$ cat src/rtl/opcode_decoder.sv
// Keypad opcode consumer: turns level-held key qualifiers into a one-shot
// start / wait-for-done / optional writeback command sequence for the matrix ALU.
module opcode_decoder #(
    parameter int TIMEOUT_CYCLES = 16
) (
    input  logic       clk,
    input  logic       nrst,
    input  logic [2:0] opcode,
    input  logic       is_op,
    input  logic       is_result,
    input  logic       is_enter,
    input  logic       alu_done,
    output logic       alu_start,
    output logic [1:0] alu_op,
    output logic       result_wr,
    output logic       show_result,
    output logic       enter_pulse,
    output logic       busy,
    output logic       err,
    output logic       cmd_drop
);

    localparam int CNT_W = $clog2(TIMEOUT_CYCLES + 1);
    localparam logic [CNT_W-1:0] CNT_LAST = CNT_W'(TIMEOUT_CYCLES - 1);

    typedef enum logic [2:0] {
        IDLE,
        START,
        WAIT,
        WRITE,
        ERR
    } state_t;

    state_t           state;
    logic [1:0]       op_reg;
    logic             result_req;
    logic             is_op_q;
    logic             is_enter_q;
    logic [CNT_W-1:0] cnt;

    logic op_edge;
    logic ent_edge;

    // Maps the encoder opcode to the ALU function code; 2'b00 marks invalid.
    function automatic logic [1:0] decode_op(input logic [2:0] code);
        case (code)
            3'b001:  decode_op = 2'b01;
            3'b010:  decode_op = 2'b10;
            default: decode_op = 2'b00;
        endcase
    endfunction

    assign op_edge  = is_op & ~is_op_q;
    assign ent_edge = is_enter & ~is_enter_q;

    assign alu_start = (state == START);
    assign result_wr = (state == WRITE);
    assign err       = (state == ERR);
    assign busy      = (state != IDLE);
    assign alu_op    = ((state == START) || (state == WAIT)) ? op_reg : 2'b00;

    always_ff @(posedge clk or negedge nrst) begin
        if (!nrst) begin
            state       <= IDLE;
            op_reg      <= 2'b00;
            result_req  <= 1'b0;
            show_result <= 1'b0;
            is_op_q     <= 1'b0;
            is_enter_q  <= 1'b0;
            cnt         <= '0;
            enter_pulse <= 1'b0;
            cmd_drop    <= 1'b0;
        end else begin
            // Edge history tracks the keys in every state so a held key never fires late.
            is_op_q     <= is_op;
            is_enter_q  <= is_enter;
            enter_pulse <= 1'b0;
            cmd_drop    <= 1'b0;

            case (state)
                IDLE: begin
                    if (op_edge) begin
                        if (decode_op(opcode) != 2'b00) begin
                            op_reg      <= decode_op(opcode);
                            result_req  <= is_result;
                            show_result <= 1'b0;
                            state       <= START;
                        end else begin
                            state <= ERR;
                        end
                    end else if (ent_edge) begin
                        enter_pulse <= 1'b1;
                    end
                end
                START: begin
                    cnt   <= '0;
                    state <= WAIT;
                end
                WAIT: begin
                    // A done arriving on the final count still completes normally.
                    if (alu_done) begin
                        state <= result_req ? WRITE : IDLE;
                    end else if (cnt == CNT_LAST) begin
                        state <= ERR;
                    end else begin
                        cnt <= cnt + 1'b1;
                    end
                end
                WRITE: begin
                    show_result <= 1'b1;
                    state       <= IDLE;
                end
                ERR: begin
                    state <= IDLE;
                end
                default: begin
                    state <= IDLE;
                end
            endcase

            if ((state != IDLE) && (op_edge || ent_edge)) begin
                cmd_drop <= 1'b1;
            end
        end
    end

endmodule

$ cat config.mk
export PLATFORM = sky130hd
export DESIGN_NAME = opcode_decoder
export DESIGN_NICKNAME = d
export VERILOG_FILES = /design/src/rtl/opcode_decoder.sv
export SDC_FILE = /design/constraint.sdc
export NUM_CORES = 1
export LEC_CHECK = 0
export ABC_AREA = 1
export BUFFER_PORTS_ARGS = -buffer_cell sky130_fd_sc_hd__buf_2
export CAP_MARGIN = 20
export CORE_UTILIZATION = 51
export DETAILED_ROUTE_END_ITERATION = 6
export MAX_ROUTING_LAYER = met4
export PLACE_DENSITY = 0.76
export SYNTH_ARGS = -nofsm -noshare
export SYNTH_HDL_FRONTEND = slang
export SYNTH_SLANG_ARGS = --single-unit
$ cat constraint.sdc
create_clock -name clk -period 1.6 [get_ports clk]
set_input_delay 0.08 -clock clk [delete_from_list [all_inputs] [get_ports clk]]
set_output_delay 0.08 -clock clk [all_outputs]
set_load 0.005 [all_outputs]
==> flow_metrics.py, run 1 <==
metrics = {
    "finish": {
        "finalNetCount": 136,
        "antennaDiodeCount": 0,
        "multi_input_area_um2": 349,
        "fillers": 116,
        "fin_util_pct": 72.3,
        "seq_area_um2": 402,
        "area_growth_pct": 24.8,
        "largest_reg_flops": 5,
        "drive_gt1_share_pct": 28.2,
    },
    "clock_tree": {
        "clk_latency_ps": 280,
        "cts_tree": "yes",
        "htree_num_levels": 1,
        "numCtsBuffers": 3,
        "clkTransAtPathRegs_ps": 90,
        "cts.sinks": 16,
        "root_buffer": "clkbuf_4",
        "clockBufferDepth": 2,
    },
    "yosys": {
        "syn_nets": 109,
        "synth_simple_gate_area_share_pct": 32.2,
        "synth.top_cell.area_share_pct": 50.0,
        "synthCells": 98,
        "synth_most_common_cell": "nand2_1",
        "syn_area_per_cell_um2": 8.17,
        "synthTopCellsByCount": "23 x nand2_1, 16 x dfrtp_1, 16 x inv_1",
        "ys_ff_latch": 16,
        "synth_seq_area_share_pct": 50.0,
        "synth_compound_area_share_pct": 6.72,
        "synth_fa_ha_area_share_pct": 3.13,
        "yosysUniqueCellTypes": 17,
        "yosys-top-cells-area": "dfrtp_1 50%, nand2_1 11%, inv_1 7.5%",
        "syn-cell-area_um2": 801,
        "yosys.area.top_type": "dfrtp_1",
        "synth-main-ff-cell": "dfrtp_1",
        "synth_top_family_by_area": "simple AND/OR/NAND/NOR gates",
        "synth_edf_count": 0,
        "synth_xor_area_share_pct": 0,
        "muxShareOfSynthArea_pct": 0,
        "ys_warn_count": 0,
        "ys_async_sr_fraction_pct": 100,
    },
    "placed_design": {
        "gp_congestion": 0.917,
        "io_buffers": 17,
        "hpwlAfterDp_mm": 1.14,
        "dp_slack_ps": 85.3,
    },
    "die": {
        "core_area_mm2": 0.00138,
        "initial_core_util_pct": 57.9,
        "die_area_mm2": 0.00173,
        "die_y_um": 41.6,
        "io_pins": 18,
        "die_w_um": 41.6,
        "num_rows": 13,
    },
    "setup_path": {
        "cp-end-kind": "flip-flop",
        "rr_startpoint": "cnt[1]",
        "cp.required_ps": 1770,
        "crit_type": "reg -> reg",
        "ff2ff_setup_slack_ps": 90,
        "crit_path_start": "cnt[1]",
        "crit_top_cell": "nand2_1",
        "critPathMaxFanout": 8,
        "crit_chain": "ha_2 > nand2_1 > nor2_1 > ha_1 > inv_1 > nand3_1 > nand2_2 > nand2_4 > nand2_1 > o21ai_0",
        "cpMaxStageDelayCell": "dfrtp_1",
        "cp_slowest_stage_delay_ps": 430,
        "crit_arrival_ps": 1680,
        "cp-start-kind": "flip-flop",
    },
    "timing": {
        "hold_slack_ps": 37.8,
        "finalSetupTns_ps": 0,
        "fmax_mhz": 663,
        "final_hold_viol_count": 0,
        "fin_worst_skew_ps": 2.48,
        "maxSlewViolCount": 0,
        "fin_crit_ps": 1510,
        "setup_viol": 0,
        "tightest_slew_ps": 351,
        "slew_headroom_pct": 76.6,
        "finalWorstSetupSlack_ps": 90.6,
        "post-route-period-util_pct": 94.3,
    },
    "routing": {
        "totalWireLength_mm": 1.58,
        "avgViaCountPerCell": 4.97,
        "drt-wirelength-per-cell_um": 11.4,
        "drtIter0Drc": 10,
        "drc": 0,
        "firstDrtPassIters": 3,
        "ant_nets": 0,
        "vias": 691,
    },
    "run": {
        "cap_violations": 0,
    },
    "grt": {
        "grt_pass1_vias": 639,
        "antenna_found_initial": 0,
        "grt_max_degree": 17,
        "grt_overflow": 0,
        "track_usage_pct": 20.5,
        "grt_pass1_wl_mm": 2.64,
    },
    "power_and_ir_drop": {
        "clockPowerShare_pct": 19.2,
        "finalPower_w": 0.00138,
        "seqPwrFrac_pct": 41.6,
        "power_density_mw_per_mm2": 1380,
        "p_leak_nw": 0.537,
        "internal_power_w": 0.000854,
        "switchingPower_w": 0.000524,
        "sw_frac_of_total_pct": 38.0,
        "power_frac_comb_pct": 39.2,
        "peakVddDrop_mv": 0.831,
    },
    "hold_path": {
        "hold_path_class": "in -> reg",
        "min_from": "is_result",
    },
    "run_status": {
        "status": "complete, no violations",
    },
}
==> cells by family (layout without fill, tap and decap cells) <==
kind of cell / Yosys count / in the layout
and+or+nand+nor: 53 / 53
adders and majority gates: 2 / 2
buffers and inverters: 17 / 43
DFF: 16 / 16
AOI/OAI and AO/OA: 10 / 10
==> worst max-delay path, delay by kind of cell (launching register included) <==
kind / cells / cell delay (ps)
and+or+nand+nor: 6 / 450
DFF: 1 / 430
AOI/OAI and AO/OA: 1 / 80
buffers and inverters: 1 / 70
adders and majority gates: 2 / 360
==> layout by cell type (no fill, tap or decap) <==
| cell type | n |
|---|---|
| nand2_1 | 21 |
| buf_2 | 17 |
| inv_1 | 16 |
| dfrtp_1 | 15 |
| nand3_1 | 8 |
| nor2_1 | 7 |
| o21ai_0 | 5 |
| nand4_1 | 5 |
| nand2_2 | 3 |
| nor3_1 | 3 |
| clkbuf_4 | 3 |
| dlygate4sd3_1 | 3 |
| nor2_4 | 2 |
| o21ai_1 | 2 |
| a21oi_1 | 2 |
| buf_4 | 2 |
| inv_2 | 1 |
| nand3_2 | 1 |
| o21ai_2 | 1 |
| nand3b_1 | 1 |
| nand2_4 | 1 |
| or2_2 | 1 |
| ha_2 | 1 |
| ha_1 | 1 |
| clkbuf_8 | 1 |
| dfrtp_2 | 1 |
==> stage by stage <==
stage	instance area, um2	instances
6_report	1000	139
4_1_cts	971	137
2_1_floorplan	801	98
3_3_place_gp	905	130
5_1_grt	1000	139
3_5_place_dp	905	130
==> final cells by class <==
cell class / count / area share (%)
Tap cell: 15 / 1.88
Inverter: 17 / 6.38
Timing Repair Buffer: 22 / 13.0
Multi-Input combinational cell: 65 / 34.9
Sequential cell: 16 / 40.2
Clock buffer: 4 / 3.63
==> per-layer routing <==
metal  GRT usage, %  wire (um)
met1           26.2        742
met2           32.2        773
met3           2.61         37
met4           9.68         30
met5              -          0
==> power groups by stage <==
| stage | combinational (W) | sequential (W) | clock (W) |
|---|---|---|---|
| after floorplan | 0.000327 | 0.000577 | 0 |
| after detailed placement | 0.000475 | 0.000587 | 0 |
| after global routing | 0.000616 | 0.000582 | 0.000282 |
| after global placement | 0.000466 | 0.000583 | 0 |
| after CTS | 0.000486 | 0.000580 | 0.000269 |
| final | 0.000541 | 0.000573 | 0.000264 |
==> final timing paths <==
kind | to | cells past startpoint
min in group asynchronous | cnt[1] | 2
max in group asynchronous | state[1] | 2
worst max-delay path | cnt[3] | 10
worst max register to register | cnt[3] | 10
worst min-delay path | result_req | 3
worst min register to register | enter_pulse | 1
==> timing repair <==
| item | in CTS | in global routing |
|---|---|---|
| gates resized for setup | 0 | 7 |
| endpoints found under the hold margin | 18 | 0 |
| setup endpoints to repair | 0 | 8 |
| hold buffers | 3 | 0 |
| buffers inserted | 0 | 2 |
Note: power is estimated with default switching activity, not from simulation.
==> run 2: changes to the inputs <==
--- a/config.mk
+++ b/config.mk
@@ -12,6 +12,8 @@
 export DETAILED_ROUTE_END_ITERATION = 6
 export MAX_ROUTING_LAYER = met4
 export PLACE_DENSITY = 0.76
+export RECOVER_POWER = 25
+export SLEW_MARGIN = 0
 export SYNTH_ARGS = -nofsm -noshare
 export SYNTH_HDL_FRONTEND = slang
 export SYNTH_SLANG_ARGS = --single-unit
==> run 2 against run 1 <==
Clock skew is the same; sequential power is essentially flat; register-to-register slack is essentially flat; clock-buffer cell count is the same; largest power group unchanged.
==> flow_metrics.py, run 2 (same netlist as run 1, synthesis figures left out) <==
metrics = {
    "hold_path": {
        "hold_path_class": "in -> reg",
        "min_from": "is_result",
        "hold_path_depth": 3,
        "whs_endpoint": "result_req",
    },
    "finish": {
        "mostFrequentLayoutCell": "nand2_1",
        "largest_reg_flops": 5,
        "finalNetCount": 136,
        "final_cell_count_no_fill": 139,
        "layout_common_cells": "21 x nand2_1, 16 x inv_1, 15 x dfrtp_1, 15 x buf_2, 8 x nand3_1",
        "drive_gt1_share_pct": 26.6,
        "antennaDiodeCount": 0,
        "area_growth_pct": 24.5,
    },
    "routing": {
        "drc": 0,
        "vias": 691,
        "totalWireLength_mm": 1.58,
        "avgViaCountPerCell": 4.97,
        "drt-wirelength-per-cell_um": 11.4,
        "firstDrtPassIters": 3,
        "ant_nets": 0,
        "drtIter0Drc": 10,
    },
    "die": {
        "initial_core_util_pct": 57.9,
        "die_w_um": 41.6,
        "io_pins": 18,
        "num_rows": 13,
        "die_area_mm2": 0.00173,
        "core_area_mm2": 0.00138,
        "die_y_um": 41.6,
    },
    "placed_design": {
        "io_buffers": 17,
        "placedCellCount": 130,
        "hpwlAfterDp_mm": 1.14,
        "dp_slack_ps": 85.3,
        "gp_congestion": 0.917,
    },
    "timing": {
        "hold_slack_ps": 37.8,
        "fin_worst_skew_ps": 2.48,
        "finalSetupTns_ps": 0,
        "maxSlewViolCount": 0,
        "post-route-period-util_pct": 94.3,
        "tightest_slew_ps": 838,
        "setup_viol": 0,
        "fin_crit_ps": 1510,
        "final_hold_viol_count": 0,
        "fmax_mhz": 662,
        "finalWorstSetupSlack_ps": 90.5,
        "slew_headroom_pct": 44.1,
    },
    "grt": {
        "antenna_found_initial": 0,
        "grt_max_degree": 17,
        "track_usage_pct": 20.5,
        "grt_pass1_vias": 639,
        "grt_pass1_wl_mm": 2.64,
        "grt_overflow": 0,
    },
    "clock_tree": {
        "clockBufferDepth": 2,
        "htree_num_levels": 1,
        "numCtsBuffers": 3,
        "root_buffer": "clkbuf_4",
        "cts_tree": "yes",
        "clkTransAtPathRegs_ps": 90,
        "cts.sinks": 16,
        "clk_latency_ps": 280,
    },
    "setup_path": {
        "crit_arrival_ps": 1680,
        "rr_startpoint": "cnt[1]",
        "cp-end-kind": "flip-flop",
        "cp.required_ps": 1770,
        "cp-start-kind": "flip-flop",
        "crit_type": "reg -> reg",
        "r2r_end": "cnt[3]",
        "reg2regPathDepth": 10,
        "critPathMaxFanout": 8,
        "ff2ff_setup_slack_ps": 90,
    },
    "power_and_ir_drop": {
        "p_leak_nw": 0.532,
        "power_density_mw_per_mm2": 1380,
        "peakVddDrop_mv": 0.830,
    },
    "run": {
        "cap_violations": 0,
    },
    "run_status": {
        "status": "complete, no violations",
    },
}
==> run 2: changes by cell type in the layout (fill, tap and decap cells not counted), sizes merged <==
| cell | delta |
|---|---|
| buf | -2 |
| clkbuf | +2 |
==> run 2: what timing repair did <==
item                                    CTS  global route
setup buffers                             0             2
endpoints found under the setup margin    0             8
endpoints found under the hold margin    18             0
resized for setup                         0             7
hold buffers                              3             0
==> run 2: cell type report <==
cell class | count | area (um2)
multi-input combinational | 65 | 349
timing repair buffer | 22 | 128
sequential | 16 | 402
tap | 15 | 18.8
clock buffer | 4 | 36.3
inverter | 17 | 63.8
fill | 117 | 385
==> run 2: worst max-delay path, cell delays in order (launching register included) <==
cell and delay [ps]:
dfrtp_1 430, ha_2 200, nand2_1 70, nor2_1 50, ha_1 160, inv_1 70, nand3_1 110, nand2_2 100
nand2_4 70, nand2_1 50, o21ai_0 80
==> run 2: per-layer routing <==
layer | share of wire [%] | global-route usage (%)
met1 | 47 | 26.2
met2 | 49 | 32.2
met3 | 2.3 | 2.61
met4 | 1.9 | 9.68
met5 | 0 | -
==> run 2: metrics by stage <==
stage               instance area (um2)  util, %  total power, W
finish                              997     72.1         0.00138
global route                        997     72.1         0.00148
CTS                                 971     70.2         0.00134
detailed placement                  905     65.4         0.00106
global placement                    905     65.4         0.00105
floorplan                           801        -        0.000904
==> run 2: report_power, final <==
group	switching [W]	internal, W	leakage [nW]
combinational	0.000332	0.000208	0.303
sequential	0.0000668	0.000507	0.207
clock	0.000126	0.000139	0.0210
total	0.000524	0.000854	0.532
==> run 2: how the worst max path moves through the flow <==
stage / startpoint / to / cells past startpoint
global route: cnt[0] / cnt[3] / 10
CTS: state[1] / alu_op[0] / 6
floorplan: cnt[0] / cnt[0] / 10
global placement: cnt[0] / cnt[4] / 10
finish: cnt[1] / cnt[3] / 10
detailed placement: cnt[0] / cnt[4] / 10
==> run 3: changes to the inputs <==
--- a/config.mk
+++ b/config.mk
@@ -8,10 +8,10 @@
 export ABC_AREA = 1
 export BUFFER_PORTS_ARGS = -buffer_cell sky130_fd_sc_hd__buf_2
 export CAP_MARGIN = 20
-export CORE_UTILIZATION = 51
+export CORE_UTILIZATION = 55
 export DETAILED_ROUTE_END_ITERATION = 6
 export MAX_ROUTING_LAYER = met4
-export PLACE_DENSITY = 0.76
+export PLACE_DENSITY = 0.81
 export RECOVER_POWER = 25
 export SLEW_MARGIN = 0
 export SYNTH_ARGS = -nofsm -noshare
==> constraint.sdc (replaced) <==
create_clock -name clk -period 1.8 [get_ports clk]
set_input_delay 0.09 -clock clk [delete_from_list [all_inputs] [get_ports clk]]
set_output_delay 0.09 -clock clk [all_outputs]
set_load 0.005 [all_outputs]
==> run 3 against run 2 <==
Clock skew shrank 1.6 ps; combinational power is 21% lower; clock-buffer cell count stayed put; hold slack worse by 1.2 ps; sequential cell count is the same.
==> flow_metrics.py, run 3 (same netlist as run 1, synthesis figures left out) <==
metrics = {
    "power_and_ir_drop": {
        "internal_power_w": 0.000731,
        "switchingPower_w": 0.000457,
        "power_frac_comb_pct": 36.1,
        "seqPwrFrac_pct": 43.4,
        "peakVddDrop_mv": 0.626,
        "p_leak_nw": 0.526,
        "sw_frac_of_total_pct": 38.4,
        "power_density_mw_per_mm2": 1230,
        "clockPowerShare_pct": 20.5,
    },
    "hold_path": {
        "hold_path_class": "in -> reg",
    },
    "clock_tree": {
        "htree_num_levels": 1,
        "cts.sinks": 16,
        "root_buffer": "clkbuf_4",
        "post-cts-setup-buffers": 0,
        "cts_resized": 0,
        "clk_latency_ps": 300,
        "clockBufferDepth": 2,
        "cts_tree": "yes",
        "numCtsBuffers": 3,
        "clkTransAtPathRegs_ps": 90,
        "holdBufCountCts": 3,
    },
    "finish": {
        "area_growth_pct": 20.9,
        "final_cell_count_no_fill": 137,
        "layout_common_cells": "23 x nand2_1, 16 x inv_1, 16 x dfrtp_1",
        "fin_area_um2": 968,
        "mostFrequentLayoutCell": "nand2_1",
        "largest_reg_flops": 5,
        "fin_util_pct": 72.6,
        "finalNetCount": 134,
        "antennaDiodeCount": 0,
        "drive_gt1_share_pct": 21.3,
        "fillers": 111,
    },
    "routing": {
        "ant_nets": 0,
        "drc": 0,
        "totalWireLength_mm": 1.58,
        "vias": 710,
        "firstDrtPassIters": 4,
        "avgViaCountPerCell": 5.18,
        "drt-wirelength-per-cell_um": 11.5,
        "drtIter0Drc": 10,
    },
    "grt": {
        "track_usage_pct": 25.6,
        "grt_overflow": 0,
        "grt_pass1_vias": 617,
        "grt_pass1_wl_mm": 2.41,
        "grt_max_degree": 17,
        "antenna_found_initial": 0,
    },
    "placed_design": {
        "placedCellCount": 130,
        "gp_congestion": 0.782,
        "hpwlAfterDp_mm": 1.13,
        "io_buffers": 17,
        "place_area_um2": 905,
    },
    "timing": {
        "maxSlewViolCount": 0,
        "tightest_slew_ps": 854,
        "finalSetupTns_ps": 0,
        "fmax_mhz": 633,
        "post-route-period-util_pct": 87.8,
        "slew_headroom_pct": 43.0,
        "final_hold_viol_count": 0,
        "fin_worst_skew_ps": 0.896,
        "setup_viol": 0,
        "rsz0062_at_grt": "false",
        "fin_crit_ps": 1580,
    },
    "die": {
        "io_pins": 18,
        "die_area_mm2": 0.00161,
        "initial_core_util_pct": 60.0,
        "core_area_mm2": 0.00133,
        "die_y_um": 40.2,
        "num_rows": 13,
        "die_w_um": 40.2,
    },
    "setup_path": {
        "cp.required_ps": 2010,
        "critPathMaxFanout": 8,
        "crit_arrival_ps": 1790,
        "cp-start-kind": "flip-flop",
        "crit_type": "reg -> reg",
        "cp-end-kind": "flip-flop",
        "ff2ff_setup_slack_ps": 220,
    },
    "run_status": {
        "status": "complete, no violations",
    },
    "run": {
        "cap_violations": 0,
    },
}
[run 3: worst paths after layout]
kind / from / endpoint / cells past startpoint
max reg2reg: cnt[0] / cnt[1] / 9
min: is_result / result_req / 3
min in group asynchronous: nrst / cnt[3] / 2
min reg2reg: is_enter_q / enter_pulse / 1
max: cnt[0] / cnt[1] / 9
max in group asynchronous: nrst / show_result / 2
[run 3: area by class of cell]
class                           count  area (um2)  area share (%)
Clock buffer                        4        36.3            3.75
Tap cell                           15        18.8            1.94
Timing Repair Buffer               20         113            11.6
Inverter                           17        63.8            6.59
Multi-Input combinational cell     65         337            34.8
Sequential cell                    16         400            41.3
[run 3: power groups by stage]
stage	Clock, W	Sequential, W	Combinational (W)
finish	0.000244	0.000515	0.000429
floorplan	0	0.000513	0.000291
CTS	0.000249	0.000513	0.000434
detailed placement	0	0.000520	0.000418
global placement	0	0.000518	0.000409
global route	0.000263	0.000530	0.000495
[run 3: worst max-delay path, cell delays in order, from the launching register on]
cell	delay, ps
dfrtp_1	430
ha_1	220
nand2_1	90
nor2_1	60
ha_1	170
inv_1	70
nand3_1	70
nand2_1	110
nand2_4	80
o21ai_0	200
[run 3: per-stage QoR]
stage / power [W] / setup WS, ps / hold WS (ps)
floorplan: 0.000803 / 404 / -206
global placement: 0.000926 / 328 / 18.7
detailed placement: 0.000938 / 232 / 22.0
CTS: 0.00120 / 209 / 35.7
global route: 0.00129 / 64.8 / 34.9
finish: 0.00119 / 219 / 36.6
[run 3: layer usage]
layer,GRT usage (%),vias to the layer above,share of wire [%]
met5,-,-,0
met4,15.5,0,2.2
met3,8.33,4,5.7
met2,42.3,24,48
met1,26.1,320,44
li1,-,362,-
